`src/rtl/scan_pkg.sv`:
```
// Shared types and frame layout for the serial scan command controller.
// Frame layout is {wr, addr[14:0], wdata[31:0]}, shifted in MSB first.
package scan_pkg;

    localparam int FRAME_W  = 48;
    localparam int ADDR_W   = 15;
    localparam int DATA_W   = 32;
    localparam int WR_BIT   = 47;
    localparam int ADDR_MSB = 46;
    localparam int ADDR_LSB = 32;

    typedef enum logic [1:0] {
        IDLE  = 2'd0,
        ISSUE = 2'd1,
        WAIT  = 2'd2
    } state_e;

endpackage

```
`src/rtl/scan_shift_reg.sv`:
```
// 48-bit scan frame register: serial shift, parallel load of the low data word, or hold.
// scan_out is taken straight from the register MSB, so it only moves on shift or load.
module scan_shift_reg
    import scan_pkg::*;
(
    input  logic               clk,
    input  logic               rst,
    input  logic               i_shift,
    input  logic               i_load,
    input  logic               i_bit,
    input  logic [DATA_W-1:0]  i_load_data,
    output logic [FRAME_W-1:0] o_frame,
    output logic               o_scan_out
);

    logic [FRAME_W-1:0] r_frame;

    // Shift and load never coincide: shifting is only allowed in IDLE, loading only on completion.
    always_ff @(posedge clk) begin
        if (rst) begin
            r_frame <= '0;
        end else if (i_shift) begin
            r_frame <= {r_frame[FRAME_W-2:0], i_bit};
        end else if (i_load) begin
            r_frame <= {r_frame[FRAME_W-1:DATA_W], i_load_data};
        end else begin
            r_frame <= r_frame;
        end
    end

    assign o_frame    = r_frame;
    assign o_scan_out = r_frame[FRAME_W-1];

endmodule

```
`src/rtl/scan_cmd_ctrl.sv`:
```
// Serial scan command controller: decodes a shifted-in frame into one read/write strobe
// on the scan bus, waits for scan_ready with a bounded timer, and captures read data.
module scan_cmd_ctrl
    import scan_pkg::*;
#(
    parameter int TIMEOUT = 255
)
(
    input  logic              clk,
    input  logic              rst,
    input  logic              scan_in,
    input  logic              scan_en,
    input  logic              scan_update,
    output logic              scan_out,
    output logic              scan_ren,
    output logic              scan_wen,
    output logic [ADDR_W-1:0] scan_addr,
    output logic [DATA_W-1:0] scan_wdata,
    input  logic [DATA_W-1:0] scan_rdata,
    input  logic              scan_ready,
    output logic              busy,
    output logic              err_timeout,
    output logic              err_overrun
);

    // WAIT starts with the timer at 0 one cycle after the strobe, so the last
    // cycle that may still accept scan_ready carries timer value TIMEOUT-2.
    localparam logic [7:0] TMO_LAST = 8'(TIMEOUT - 2);

    state_e             r_state;
    logic               r_upd_q;
    logic               r_wr;
    logic [7:0]         r_timer;
    logic               r_ren;
    logic               r_wen;
    logic [ADDR_W-1:0]  r_addr;
    logic [DATA_W-1:0]  r_wdata;
    logic               r_busy;
    logic               r_err_tmo;
    logic               r_err_ovr;

    logic [FRAME_W-1:0] w_frame;
    logic               w_upd_edge;
    logic               w_active;
    logic               w_shift;
    logic               w_load;

    // Decode of shift/load requests and the update edge for this cycle.
    always_comb begin
        w_upd_edge = scan_update & ~r_upd_q;
        w_active   = (r_state == ISSUE) || (r_state == WAIT);
        w_shift    = (r_state == IDLE) && scan_en;
        w_load     = w_active && scan_ready && !r_wr;
    end

    scan_shift_reg u_shift (
        .clk         (clk),
        .rst         (rst),
        .i_shift     (w_shift),
        .i_load      (w_load),
        .i_bit       (scan_in),
        .i_load_data (scan_rdata),
        .o_frame     (w_frame),
        .o_scan_out  (scan_out)
    );

    // Command FSM with timer, strobes, held address/data and sticky error flags.
    always_ff @(posedge clk) begin
        if (rst) begin
            r_state   <= IDLE;
            r_upd_q   <= 1'b0;
            r_wr      <= 1'b0;
            r_timer   <= 8'd0;
            r_ren     <= 1'b0;
            r_wen     <= 1'b0;
            r_addr    <= '0;
            r_wdata   <= '0;
            r_busy    <= 1'b0;
            r_err_tmo <= 1'b0;
            r_err_ovr <= 1'b0;
        end else begin
            r_upd_q <= scan_update;
            r_ren   <= 1'b0;
            r_wen   <= 1'b0;
            case (r_state)
                IDLE: begin
                    if (w_upd_edge && scan_en) begin
                        r_err_ovr <= 1'b1;
                    end else if (w_upd_edge) begin
                        r_wr      <= w_frame[WR_BIT];
                        r_addr    <= w_frame[ADDR_MSB:ADDR_LSB];
                        r_wdata   <= w_frame[DATA_W-1:0];
                        r_wen     <= w_frame[WR_BIT];
                        r_ren     <= ~w_frame[WR_BIT];
                        r_busy    <= 1'b1;
                        r_err_tmo <= 1'b0;
                        r_err_ovr <= 1'b0;
                        r_state   <= ISSUE;
                    end
                end
                ISSUE: begin
                    r_timer <= 8'd0;
                    if (scan_en || w_upd_edge) begin
                        r_err_ovr <= 1'b1;
                    end
                    if (scan_ready) begin
                        r_busy  <= 1'b0;
                        r_state <= IDLE;
                    end else if (TIMEOUT == 1) begin
                        r_err_tmo <= 1'b1;
                        r_busy    <= 1'b0;
                        r_state   <= IDLE;
                    end else begin
                        r_state <= WAIT;
                    end
                end
                WAIT: begin
                    if (scan_en || w_upd_edge) begin
                        r_err_ovr <= 1'b1;
                    end
                    if (scan_ready) begin
                        r_busy  <= 1'b0;
                        r_state <= IDLE;
                    end else if (r_timer == TMO_LAST) begin
                        r_err_tmo <= 1'b1;
                        r_busy    <= 1'b0;
                        r_state   <= IDLE;
                    end else begin
                        r_timer <= r_timer + 8'd1;
                    end
                end
                default: begin
                    r_busy  <= 1'b0;
                    r_state <= IDLE;
                end
            endcase
        end
    end

    assign scan_ren    = r_ren;
    assign scan_wen    = r_wen;
    assign scan_addr   = r_addr;
    assign scan_wdata  = r_wdata;
    assign busy        = r_busy;
    assign err_timeout = r_err_tmo;
    assign err_overrun = r_err_ovr;

endmodule
```
`config.mk`:
```
export PLATFORM = sky130hd
export DESIGN_NAME = scan_cmd_ctrl
export DESIGN_NICKNAME = d
export VERILOG_FILES = /design/src/rtl/scan_pkg.sv /design/src/rtl/scan_shift_reg.sv /design/src/rtl/scan_cmd_ctrl.sv
export SDC_FILE = /design/constraint.sdc
export NUM_CORES = 1
export LEC_CHECK = 0
export ABC_AREA = 1
export CAP_MARGIN = 10
export CORE_UTILIZATION = 25
export CTS_CLUSTER_DIAMETER = 60
export DETAILED_ROUTE_END_ITERATION = 8
export PLACE_DENSITY = 0.47
export SLEW_MARGIN = 20
export SYNTH_ARGS = -nofsm -noshare
export SYNTH_HDL_FRONTEND = slang
export SYNTH_HIERARCHICAL = 1
export SYNTH_SLANG_ARGS = --single-unit
```
`constraint.sdc`:
```
create_clock -name clk -period 2.47 [get_ports clk]
set_clock_uncertainty 0.1 [all_clocks]
set_input_delay 0.494 -clock clk [delete_from_list [all_inputs] [get_ports clk]]
set_output_delay 0.494 -clock clk [all_outputs]
set_load 0.01 [all_outputs]
```
==> impl_metrics.yaml, run 1 <==
route:
  wl_met1_um: 6170
  drt_iter0_markers: 172
  drt-total-wl_um: 12000
  wl_per_cell_um: 12.2
  dr.pass1.iters: 4
  route.met2.wl_um: 5160
  drc: 0
  wl_met3_um: 534
  top_layer_used: "met4"
  viasPerCell: 4.20
  vias: 4132
  ant_nets: 0
cells_and_area:
  insertedDiodeCount: 0
  final_common_cell: "nor2_1"
  synthToLayoutAreaGrowth_pct: 29.6
  final_cell_mix: "nor2_1 (211), dfxtp_1 (112), nand2_1 (100)"
  nets: 790
  layout-drive-gt1-share: 0.0868
  post-route-util: 0.330
  fill_cells: 2025
cts:
  cts_setup_buffers: 0
  path_clk_slew_ns: 0.08
  cts_tree: "done"
  htree_levels: 3
  cts.sinks: 112
  clk_root_buffer_cell: "clkbuf_16"
  insertion_delay_ns: 0.35
  numCtsBuffers: 9
  holdBufCountCts: 0
  cts_buffer_depth: 2
  cts_resized: 0
power_and_ir_drop:
  leakagePower_nw: 2.74
  max-vdd-ir-drop_v: 0.000440
  power_per_cell_area_nw_per_um2: 1050
timing:
  relSlewSlack: 0.677
  rsz0062_at_grt: "false"
  min_period_over_period: 0.842
  setup_viol: 0
  hold_viol_final: 0
  fin_tns_setup_ns: 0
  drv_slew: 0
  tightest_slew_ns: 0.483
  layout_min_cycle_time_ns: 2.08
  max_freq_mhz: 481
global_routing:
  grtUsageTotal: 0.127
  grt_start_max_net_pins: 36
  grt_pass1_wl_um: 19600
  grt-ovfl-total: 0
  grt_pass1_vias: 3874
  antenna_found_initial: 0
critical_path:
  path_class: "flip-flop to flip-flop"
  critical_path_arrival_ns: 2.24
  crit_fanout: 23
  cp_data_required_time_ns: 2.63
  startpoint_type: "flip-flop"
  endpoint_kind: "flip-flop"
  r2r_cells: 9
  crit_start: "r_state[0]"
  r2r-start: "r_state[0]"
die:
  core-area_um2: 18600
  io_pins: 91
  die_area_um2: 19600
  die_h_um: 140
  die_w_um: 140
  start_util: 0.255
  num_rows: 50
min_path:
  hp-class: "input pin to flip-flop"
  whs_path_depth: 2
  hold_start: "rst"
logic_synthesis:
  ys_warn_count: 6
  synth.yosys.seq_area_share: 0.472
  avgSynthCellArea_um2: 7.16
  synth_cells: 664
  syn-cell-area_um2: 4750
  synth.net_count: 710
  ys_types: 28
  yosys_register_bits: 112
job:
  cap_violations: 0
placement:
  gp_congestion: 0.751
  hpwl_um: 8250
  port_buffers: 90
outcome:
  status: "completed"
## sequential cells by signal, summed over array words and instances (netlist names)
signal,count
busy,1
err_overrun,1
err_timeout,1
r_state,2
r_timer,8
r_upd_q,1
r_wr,1
scan_addr,15
scan_ren,1
scan_wdata,32
scan_wen,1
u_shift/o_frame,48
## critical path, stage by stage, from the launching register on
cell     delay (ns)
dfxtp_1        0.38
inv_1          0.11
ha_1           0.33
nand2_1        0.08
nor2_1         0.08
nor2_2         0.35
buf_4          0.35
nand2_1        0.09
nand2_1        0.08
nor2_1         0.04
## metal layers
| layer | track usage | up-vias |
|---|---|---|
| li1 | - | 2224 |
| met1 | 0.173 | 1833 |
| met2 | 0.189 | 64 |
| met3 | 0.0351 | 11 |
| met4 | 0.0451 | 0 |
| met5 | 0 | - |
## synthesized netlist by cell type (all sizes together)
| master | count | area share |
|---|---|---|
| nor2 | 214 | 0.17 |
| dfxtp | 112 | 0.47 |
| nand2 | 106 | 0.088 |
| o21ai | 70 | 0.074 |
| inv | 58 | 0.046 |
| a21oi | 40 | 0.058 |
| buf | 25 | 0.035 |
| nand3 | 13 | 0.015 |
| clkbuf | 10 | 0.0082 |
| ha | 8 | 0.021 |
| nor3 | 2 | 0.0021 |
| nor4 | 2 | 0.0026 |
| a211oi | 1 | 0.0016 |
| nand3b | 1 | 0.0016 |
| nand4 | 1 | 0.0013 |
| o21bai | 1 | 0.0016 |
## where the power goes
part / internal [mW] / total (mW) / switching [mW]
logic: 0.960 / 2.37 / 1.41
clock network: 0.773 / 1.45 / 0.676
registers: 2.34 / 2.66 / 0.317
total: 4.07 / 6.48 / 2.40
## area by class of cell
class	instances	area (µm²)	share of cell area
clock inverters	3	25.0	0.00406
flip-flops and latches	112	2240	0.364
clock buffers	13	270	0.0439
multi-input cells	459	2090	0.339
inverters	58	218	0.0353
well taps	234	293	0.0475
repair buffers	104	1030	0.167
## final timing paths
path	slack, ns	end
worst min register to register	0.39	scan_wdata[5]
worst max-delay path	0.39	u_shift/o_frame[16]
worst max register to register	0.39	u_shift/o_frame[16]
worst min-delay path	0.38	r_upd_q
## logic make-up after synthesis
family	share of synthesized area
AOI/OAI and AO/OA	0.135
adders and majority gates	0.0211
buffers and inverters	0.0893
DFF	0.472
and+or+nand+nor	0.283
## stage by stage
| stage | cells | setup slack, ns | power, mW | hold WS (ns) | cell area, µm² |
|---|---|---|---|---|---|
| 2_1_floorplan | 664 | 0.897 | 4.32 | 0.355 | 4750 |
| 3_3_place_gp | 967 | 0.191 | 5.10 | 0.374 | 5860 |
| 3_5_place_dp | 967 | 0.162 | 5.10 | 0.376 | 5860 |
| 4_1_cts | 983 | 0.337 | 6.59 | 0.369 | 6160 |
| 5_1_grt | 983 | 0.191 | 7.03 | 0.394 | 6160 |
| 6_report | 983 | 0.390 | 6.48 | 0.379 | 6160 |
No activity file was read; power rests on OpenSTA's default activity.
==> run 2, diff against run 1 <==
--- a/config.mk
+++ b/config.mk
@@ -10,7 +10,7 @@
 export CORE_UTILIZATION = 25
 export CTS_CLUSTER_DIAMETER = 60
 export DETAILED_ROUTE_END_ITERATION = 8
-export PLACE_DENSITY = 0.47
+export PLACE_DENSITY = 0.49
 export SLEW_MARGIN = 20
 export SYNTH_ARGS = -nofsm -noshare
 export SYNTH_HDL_FRONTEND = slang
==> constraint.sdc (replaced) <==
create_clock -name clk -period 1.9 [get_ports clk]
set_clock_uncertainty 0.1 [all_clocks]
set_input_delay 0.38 -clock clk [delete_from_list [all_inputs] [get_ports clk]]
set_output_delay 0.38 -clock clk [all_outputs]
set_load 0.01 [all_outputs]
==> impl_metrics.yaml, run 2 (same netlist as run 1, synthesis figures left out) <==
cells_and_area:
  insertedDiodeCount: 0
  post-route-util: 0.338
  instances_no_fill: 991
  layout-drive-gt1-share: 0.0964
  fill_cells: 2032
  nets: 798
  largest_register_ffs: 48
  final_common_cell: "nor2_1"
  synthToLayoutAreaGrowth_pct: 32.5
  final_cell_mix: "nor2_1 (210), dfxtp_1 (112), nand2_1 (100)"
min_path:
  hold_start: "rst"
  hp-class: "input pin to flip-flop"
  whs_path_depth: 4
  hold_path_end: "u_shift/o_frame[30]"
die:
  die_h_um: 140
  core-area_um2: 18600
  num_rows: 50
  die_area_um2: 19600
  die_w_um: 140
  start_util: 0.255
  io_pins: 91
placement:
  hpwl_um: 8050
  dpl.cell_count: 975
  port_buffers: 90
  gp_congestion: 0.717
critical_path:
  path_class: "flip-flop to output pin"
  r2r_cells: 8
  r2r_end: "u_shift/o_frame[18]"
  critPathSlowestCell: "clkdlybuf4s50_1"
  endpoint_kind: "output pin"
  crit_fanout: 4
  path_cells: "clkdlybuf4s50_1"
  r2r-start: "r_state[1]"
  r2r_slack_ns: 0.16
  startpoint_type: "flip-flop"
  critPathTopFamily: "buffers and inverters"
  critPathBufInv: 1
  cpPeakStageDelay_ns: 0.57
  critical_path_arrival_ns: 1.32
  cp_data_required_time_ns: 1.42
cts:
  cts_tree: "done"
  cts_resized: 0
  cts.sinks: 112
  holdBufCountCts: 0
  cts_buffer_depth: 2
  insertion_delay_ns: 0.35
  htree_levels: 3
  numCtsBuffers: 9
  cts_setup_buffers: 0
  path_clk_slew_ns: 0.07
  clk_root_buffer_cell: "clkbuf_16"
power_and_ir_drop:
  swShare: 0.368
  comb_power_share: 0.384
  p_switching_mw: 3.14
  clkPwrFrac: 0.212
  max-vdd-ir-drop_v: 0.000453
  power_per_cell_area_nw_per_um2: 1360
  leakagePower_nw: 2.80
  finalPower_mw: 8.54
  power_frac_seq: 0.403
  intPower_mw: 5.39
route:
  drc: 1
  drt-total-wl_um: 11800
  dr.pass1.iters: 6
  wl_per_cell_um: 11.9
  drt_iter0_markers: 178
  viasPerCell: 4.17
  vias: 4131
  ant_nets: 0
timing:
  layout_min_cycle_time_ns: 1.80
  relSlewSlack: 0.795
  hold_viol_final: 0
  min_period_over_period: 0.947
  max_freq_mhz: 556
  tightest_slew_ns: 0.308
  fin_tns_setup_ns: 0
  rsz0062_at_grt: "false"
  finalHoldWorstSlack_ns: 0.303
  setup_viol: 0
  drv_slew: 0
global_routing:
  grt_pass1_wl_um: 19700
  grt_start_max_net_pins: 35
  grt_pass1_vias: 3971
  grtUsageTotal: 0.127
  antenna_found_initial: 1
  grt-ovfl-total: 0
outcome:
  violations: "design-rule violations"
  status: "complete, but fails checks"
job:
  cap_violations: 0
## run 2: how the worst max path moves through the flow
stage,to,slack [ns],startpoint,depth (start not counted)
after floorplan,u_shift/o_frame[10],0.33,r_state[0],8
after global placement,u_shift/o_frame[18],-0.07,scan_ready,7
after detailed placement,u_shift/o_frame[18],-0.1,scan_ready,7
after CTS,u_shift/o_frame[15],0.02,r_state[1],8
after global routing,u_shift/o_frame[21],0.001,r_state[1],9
final,scan_out,0.10,u_shift/o_frame[47],1
## run 2: area by class of cell
class                      instances  area, µm²  share of cell area
sequential                       112       2240               0.356
tap                              234        293              0.0465
clock inverter                     4       28.8             0.00457
clock buffer                      12        246              0.0391
inverter                          58        218              0.0346
multi-input combinational        459       2090               0.332
timing repair buffer             112       1180               0.187
## run 2: per-layer routing
metal,share of wire,global-route usage,wire length (µm),vias to the layer above
met3,0.048,0.0416,568,7
met4,0.0080,0.0260,95,2
met2,0.45,0.205,5360,77
li1,-,-,-,2233
met5,0.0011,0,13,-
met1,0.49,0.165,5780,1812
## run 2: power groups by stage
stage,Clock [mW],Sequential [mW],Combinational (mW)
5_1_grt,1.99,3.54,3.76
2_1_floorplan,0,3.50,2.11
3_3_place_gp,0,3.50,3.30
6_report,1.81,3.44,3.28
4_1_cts,1.89,3.45,3.33
3_5_place_dp,0,3.49,3.29
## run 2: metrics by stage
stage / instance area [µm²] / worst slack [ns]
2_1_floorplan: 4750 / 0.327
3_3_place_gp: 6010 / -0.0721
3_5_place_dp: 6010 / -0.0986
4_1_cts: 6290 / 0.0224
5_1_grt: 6300 / 0.000965
6_report: 6300 / 0.101
==> run 3, diff against run 2 <==
--- a/config.mk
+++ b/config.mk
@@ -7,6 +7,7 @@
 export LEC_CHECK = 0
 export ABC_AREA = 1
 export CAP_MARGIN = 10
+export CORE_ASPECT_RATIO = 1.4
 export CORE_UTILIZATION = 25
 export CTS_CLUSTER_DIAMETER = 60
 export DETAILED_ROUTE_END_ITERATION = 8
==> impl_metrics.yaml, run 3 (same netlist as run 1, synthesis figures left out) <==
outcome:
  status: "completed"
die:
  io_pins: 91
  die_w_um: 119
  num_rows: 59
  die_h_um: 165
  die_area_um2: 19600
  start_util: 0.255
  core-area_um2: 18600
global_routing:
  grt_start_max_net_pins: 35
  antenna_found_initial: 0
  grt_pass1_vias: 3968
  grt_pass1_wl_um: 19100
  grt-ovfl-total: 0
  grtUsageTotal: 0.123
cts:
  cts.sinks: 112
  clk_root_buffer_cell: "clkbuf_16"
  numCtsBuffers: 9
  path_clk_slew_ns: 0.08
  cts_tree: "done"
  cts_buffer_depth: 2
  insertion_delay_ns: 0.35
  htree_levels: 3
route:
  wl_per_cell_um: 12.0
  drc: 0
  viasPerCell: 4.17
  drt_iter0_markers: 152
  vias: 4159
  dr.pass1.iters: 4
  ant_nets: 0
  drt-total-wl_um: 12000
timing:
  finalHoldWorstSlack_ns: 0.245
  relSlewSlack: 0.661
  drv_slew: 0
  fin_tns_setup_ns: 0
  layout_min_cycle_time_ns: 1.78
  hold_viol_final: 0
  setup_viol: 0
  min_period_over_period: 0.938
  tightest_slew_ns: 0.509
  rsz0062_at_grt: "false"
  setup_slack_ns: 0.119
  max_freq_mhz: 561
placement:
  placed_area_um2: 5980
  post-place-ws_ns: -0.0458
  port_buffers: 90
  hpwl_um: 8370
  gp_congestion: 0.767
power_and_ir_drop:
  comb_power_share: 0.378
  power_frac_seq: 0.402
  power_per_cell_area_nw_per_um2: 1370
  max-vdd-ir-drop_v: 0.000446
  clkPwrFrac: 0.221
  leakagePower_nw: 2.79
  swShare: 0.376
  intPower_mw: 5.36
  p_switching_mw: 3.23
cells_and_area:
  final_common_cell: "nor2_1"
  insertedDiodeCount: 0
  largest_register_ffs: 48
  nets: 795
  design_area_um2: 6290
  synthToLayoutAreaGrowth_pct: 32.3
  layout-drive-gt1-share: 0.0968
  final_cell_mix: "nor2_1 (210), dfxtp_1 (111), nand2_1 (100)"
critical_path:
  critPathBufInv: 1
  r2r_slack_ns: 0.17
  endpoint: "scan_out"
  endpoint_kind: "output pin"
  r2r_end: "u_shift/o_frame[24]"
  cp.depth: 1
  path_class: "flip-flop to output pin"
  r2r-start: "r_state[0]"
  path_cells: "clkdlybuf4s50_1"
  critPathSlowestCell: "clkdlybuf4s50_1"
  r2r_cells: 8
  crit_start: "u_shift/o_frame[47]"
  crit_fanout: 4
  cpPeakStageDelay_ns: 0.56
  critPathTopFamily: "buffers and inverters"
  critical_path_arrival_ns: 1.30
  startpoint_type: "flip-flop"
  cp_data_required_time_ns: 1.42
min_path:
  hp-class: "input pin to flip-flop"
job:
  cap_violations: 0
[run 3: cell types whose count changed in the layout (fill, tap and decap cells not counted), sizes merged]
cell	previous run	this run
buf	23	20
clkbuf	12	9
clkinv	1	3
inv	59	61
clkinvlp	2	1
[run 3: worst min-delay path by stage]
stage                             from             to  slack [ns]  cells past startpoint
floorplan                          rst     r_state[0]        0.35                      1
global placement    u_shift/o_frame[2]  scan_wdata[2]        0.37                      2
detailed placement  u_shift/o_frame[2]  scan_wdata[2]        0.37                      2
CTS                                rst        r_upd_q        0.23                      2
global route                       rst        r_upd_q        0.25                      2
finish                             rst        r_upd_q        0.25                      2
[run 3: metrics by stage]
stage               std cells  total power [mW]  utilization
finish                    998              8.59        0.338
global route              998              9.27        0.338
CTS                       998              8.74        0.337
detailed placement        982              6.79        0.321
global placement          982              6.78        0.321
floorplan                 664              5.61            -
[run 3: layout make-up]
class	count	area (µm²)
fillers	2060	12300
flip-flops and latches	112	2240
multi-input cells	459	2100
repair buffers	109	1130
well taps	244	305
clock buffers	9	225
inverters	58	218
clock inverters	7	72.6
[run 3: routing by layer]
| layer | part of all wire | vias up | GRT usage |
|---|---|---|---|
| li1 | - | 2228 | - |
| met1 | 0.45 | 1865 | 0.139 |
| met2 | 0.51 | 56 | 0.231 |
| met3 | 0.028 | 10 | 0.0209 |
| met4 | 0.014 | 0 | 0.0432 |
| met5 | 0 | - | 0 |
[run 3: power by group through the flow]
stage                     sequential, mW  clock (mW)  combinational (mW)
after detailed placement            3.51           0                3.28
final                               3.45        1.89                3.24
after global routing                3.54        2.05                3.69
after global placement              3.51           0                3.27
after floorplan                     3.50           0                2.11
after CTS                           3.46        1.98                3.30
[run 3: timing repair]
action / 4_1_cts / 5_1_grt
resized for setup: 0 / 4
hold buffers: 0 / 0
setup endpoints to repair: 0 / 32
setup buffers: 0 / 0
endpoints found under the hold margin: 0 / 0
==> variant 1, RTL diff (flow settings as in run 3) <==
Reset style: asynchronous (`rst`), changed in 2 clocked blocks.
--- a/src/rtl/scan_shift_reg.sv
+++ b/src/rtl/scan_shift_reg.sv
@@ -17,5 +17,5 @@
 
     // Shift and load never coincide: shifting is only allowed in IDLE, loading only on completion.
-    always_ff @(posedge clk) begin
+    always_ff @(posedge clk or posedge rst) begin
         if (rst) begin
             r_frame <= '0;
--- a/src/rtl/scan_cmd_ctrl.sv
+++ b/src/rtl/scan_cmd_ctrl.sv
@@ -66,5 +66,5 @@
 
     // Command FSM with timer, strobes, held address/data and sticky error flags.
-    always_ff @(posedge clk) begin
+    always_ff @(posedge clk or posedge rst) begin
         if (rst) begin
             r_state   <= IDLE;
Behaviour: differs if rst is asserted again (counterexample within 4 cycles, from zero or initial values and one cycle with rst high); with rst held inactive, the same outputs for 4 cycles.
==> variant 1 against run 3 <==
  * Worst hold slack improved by 0.14 ns
  * Area after synthesis up 4.5%
  * Clock power is 4% higher
  * Power is 18% higher
  * Wire length increased by 1.2%
  * Sequential cell count unchanged
  * Sequential share of layout area increased by 6.2 points
  * Synthesized cell count down 8.4%
  * Setup slack got worse by 0.052 ns
  * Cell area increased by 6.4%
  * Largest power group is now combinational cells
  * Highest routed layer unchanged
==> variant 1: results (changes against run 3) <==
* Xor and xnor area share after synthesis at 0.176% (was 0%)
* Placed Area at 6380 µm² (was 5980 µm²)
* Setup crit end: scan_wdata[31] (was scan_out)
* Critical Path AT at 1.35 ns (was 1.30 ns)
* Filler instances at 2025 (was 2060)
* Rel. slew slack at 81.1% (was 66.1%)
* R2R cell count at 7 (was 8)
* MaxCap Viol Count at 0 (unchanged)
* Final nets at 753 (was 795)
* Pin count of the biggest net entering global routing at 50 (was 35)
* CP Max Fanout at 2 (was 4)
* FF-to-FF End: u_shift/o_frame[3] (was u_shift/o_frame[24])
* Commonest cells in the netlist: nand2_1, dfrtp_1, inv_1, nand3_1, o21ai_0 (was nor2_1, dfxtp_1, nand2_1, o21ai_0, inv_1)
* Pre-CTS setup slack at -0.0522 ns (was -0.0458 ns)
* Multi-input gate area at 1770 µm² (was 2100 µm²)
* Compound-Gate Fraction of Synth Area at 6.20% (was 13.5%)
* Vias per cell at 4.15 (was 4.17)
* Area share of fa/ha/maj cells after synthesis at 2.02% (was 2.11%)
* Hpwl dp at 8630 µm (was 8370 µm)
* RePlAce Congestion at 0.734 (was 0.767)
* Post-synthesis net count at 654 (was 710)
* Largest cells by area after synthesis: dfrtp_1, nand2_1, inv_1, nand3_1, o21ai_0 (was dfxtp_1, nor2_1, nand2_1, o21ai_0, inv_1)
* Peak VDD IR at 0.000536 V (was 0.000446 V)
* Worst setup path start: scan_wdata[31] (was u_shift/o_frame[47])
* WL final at 12100 µm (was 12000 µm)
* Worst R2R Start: r_state[0] (unchanged)
* Cells after DPL at 944 (was 982)
* Vias in the first global route at 3887 (was 3968)
* Status: finished, final reports clean (unchanged)
* First-pass GRT wire length at 19900 µm (was 19100 µm)
* GRT Resource Usage Total at 12.7% (was 12.3%)
* Post-Synthesis Cells at 608 (was 664)
* Async S/R FF share, synth at 100% (was 0%)
* Share of cells above drive strength 1 at 7.59% (was 9.68%)
* Worst Hold Class: input pin to async pin (was input pin to register)
* Total number of vias at 3979 (was 4159)
* Sequential area share after synthesis at 56.5% (was 47.2%)
-- variant 1: cell types whose count changed after synthesis, moves of 20 or more --
cell,delta
dfrtp_1,+112
a21oi_2,-20
nand2_1,+150
nor2_1,-195
nand3_1,+35
o21ai_0,-26
dfxtp_1,-112
-- variant 1: cell type report --
type | count | share of cell area (%)
timing repair buffer | 115 | 18.4
inverter | 73 | 4.15
clock inverter | 6 | 1.12
sequential | 112 | 41.9
tap | 248 | 4.64
multi-input combinational | 396 | 26.4
clock buffer | 9 | 3.37
-- variant 1: cell families after synthesis --
logic type	count (synthesis)
AOI/OAI and AO/OA	59
xor gates and xnor gates	1
adders and majority gates	8
and+or+nand+nor	328
buffers and inverters	100
DFF	112
-- variant 1: where the power goes --
part           total [W]  leakage, nW  internal (W)  switching, W
clock            0.00197        0.145       0.00104      0.000930
combinational    0.00418         1.62       0.00202       0.00216
sequential       0.00400         1.47       0.00334      0.000666
-- variant 1: worst reg2reg max path, stage by stage, from the launching register on --
cell,delay (ns)
dfrtp_1,0.40
inv_1,0.11
ha_1,0.29
inv_1,0.05
nor3_2,0.22
buf_4,0.31
nand3_1,0.11
nand3_1,0.09
-- variant 1: how the worst min path moves through the flow --
stage | end | slack, ns | from
finish | u_shift/o_frame[40] | 0.39 | rst
global route | r_upd_q | 0.38 | scan_update
CTS | r_upd_q | 0.39 | scan_update
detailed placement | scan_wdata[26] | 0.38 | scan_wdata[26]
global placement | scan_wdata[25] | 0.37 | scan_wdata[25]
floorplan | r_upd_q | 0.31 | scan_update
-- variant 1: metal layers --
metal	wire length (µm)	vias to the layer above	track usage [%]	part of all wire [%]
met5	0	-	0	0
met4	277	0	5.37	2.3
met3	391	12	2.39	3.2
met2	6170	62	22.1	51
met1	5310	1841	15.3	44
li1	-	2064	-	-
==> variant 2, RTL diff (config.mk and constraints of run 3) <==
Without the edit above. `TIMEOUT`: 255 -> 191.
--- a/src/rtl/scan_cmd_ctrl.sv
+++ b/src/rtl/scan_cmd_ctrl.sv
@@ -4,5 +4,5 @@
     import scan_pkg::*;
 #(
-    parameter int TIMEOUT = 255
+    parameter int TIMEOUT = 191
 )
 (
Behaviour: no difference found for any inputs over 4 cycles, from zero or initial values and one cycle with rst high; that may be too few to reach the edited logic, so the function may still have changed.
==> variant 2 against run 3 <==
  * Sequential cell count unchanged
  * Setup slack better by 0.00088 ns
  * Cell area is 0.86% higher
  * Power grew 0.69%
  * Worst hold slack improved by 0.12 ns
  * Wire length rose by 3.1%
  * Largest power group unchanged
  * Count of clock-buffer cells in the layout rose by 4
  * Area after synthesis increased by 0.58%
==> variant 2: results (changes against run 3) <==
* Antenna Cells at 0 (unchanged)
* Largest cells by area after synthesis: dfxtp_1, nor2_1, nand2_1, o21ai_0, inv_1 (unchanged)
* Synthesis-to-layout area growth at 32.6% (was 32.3%)
* CP Max Fanout at 2 (was 4)
* Vias in the first global route at 4126 (was 3968)
* #MultiIn Comb at 459 (unchanged)
* Async S/R FF share, synth at 0% (unchanged)
* CP top delay family: buffers and inverters (unchanged)
* Setup Buffers After CTS at 0 (unchanged)
* Pre-CTS setup slack at -0.0879 ns (was -0.0458 ns)
* Commonest cells in the netlist: nor2_1, dfxtp_1, nand2_1, o21ai_0, inv_1 (unchanged)
* Post-synth cell types at 28 (unchanged)
* GR Util met3 at 2.38% (was 2.09%)
* Critical Path AT at 1.30 ns (about the same)
* Slowest stage delay, CP at 0.56 ns (about the same)
* Final nets at 800 (was 795)
* First-pass GRT wire length at 20600 µm (was 19100 µm)
* GR Layer Usage met1 at 15.8% (was 13.9%)
* # port buffers at 90 (unchanged)
* 1st-iter DRT viols at 119 (was 152)
* Post-Synthesis Cells at 662 (was 664)
* Clock transition at path regs at 0.07 ns
* Peak VDD IR at 0.000419 V (was 0.000446 V)
* Initial antenna violation count at 0 (unchanged)
* Vias per cell at 4.19 (was 4.17)
* Sequential area share after synthesis at 46.9% (was 47.2%)
* Worst-margin pin slew at 0.494 ns (was 0.509 ns)
* WHS Path Cells at 3 (was 2)
* Pin count of the biggest net entering global routing at 31 (was 35)
* Placed Area at 6020 µm² (was 5980 µm²)
* Post-synthesis net count at 708 (was 710)
* Filler instances at 2012 (was 2060)
* Hpwl dp at 8770 µm (was 8370 µm)
* GRT Resource Usage Total at 13.1% (was 12.3%)
* Leak Pwr at 2.80 nW (was 2.79 nW)
* Share of cells above drive strength 1 at 10.3% (was 9.68%)
* R2R cell count at 8 (unchanged)
* CLK BUF at 13 (was 9)
* Multi-input gate share of total cell area at 33.3% (about the same)
* Count of non-CTS buffers in the layout at 116 (was 109)
* Slowest stage cell, crit path: clkdlybuf4s50_1 (unchanged)
* Inverter count at 56 (was 58)
* Max FFs per register at 48 (unchanged)
* Reg area at 2240 µm² (about the same)
* Cts hold-fix bufs at 0 (unchanged)
* WL per Instance at 12.3 µm (was 12.0 µm)
* WL final at 12400 µm (was 12000 µm)
* First-pass DRT Iterations at 4 (unchanged)
* Worst Hold Class: input pin to register (unchanged)
* Clk cell area share at 4.85% (was 4.74%)
* H-tree levels at 3 (unchanged)
* Cells after DPL at 987 (was 982)
* Clock root cell: clkbuf_16 (unchanged)
* CTS sink cnt at 112 (unchanged)
* Yosys warning count at 6 (unchanged)
* GR Util met2 at 22.7% (was 23.1%)
* RePlAce Congestion at 0.761 (was 0.767)
* NonClk Buf Share at 18.4% (was 17.9%)
* Status: finished, final reports clean (unchanged)
==> variant 2: final timing paths <==
check	startpoint	end	slack (ns)
setup / recovery	scan_wdata[1]	scan_wdata[1]	0.12
hold reg to reg	u_shift/o_frame[1]	scan_wdata[1]	0.39
hold / removal	rst	r_state[0]	0.37
setup reg to reg	r_state[1]	u_shift/o_frame[10]	0.19
==> variant 2: timing repair <==
action	CTS	global route
endpoints found under the hold margin	0	0
gates resized for setup	0	3
endpoints found under the setup margin	0	30
==> variant 2: where the power goes <==
part	leakage [nW]	internal, W	switching (W)
Combinational	1.73	0.00141	0.00185
Clock	0.150	0.00110	0.000863
Sequential	0.920	0.00302	0.000394
==> variant 2: cells by family after synthesis <==
kind of cell | share of synthesized area (%)
compound gates | 13.2
fa+ha+maj | 2.09
buf+inv | 9.24
flops | 46.9
simple gates | 28.6
==> variant 2: per-layer routing <==
layer / up-vias / share of wire, %
met3: 12 / 3.4
met5: - / 0
met4: 0 / 1.8
met1: 1885 / 44
li1: 2238 / -
met2: 65 / 50
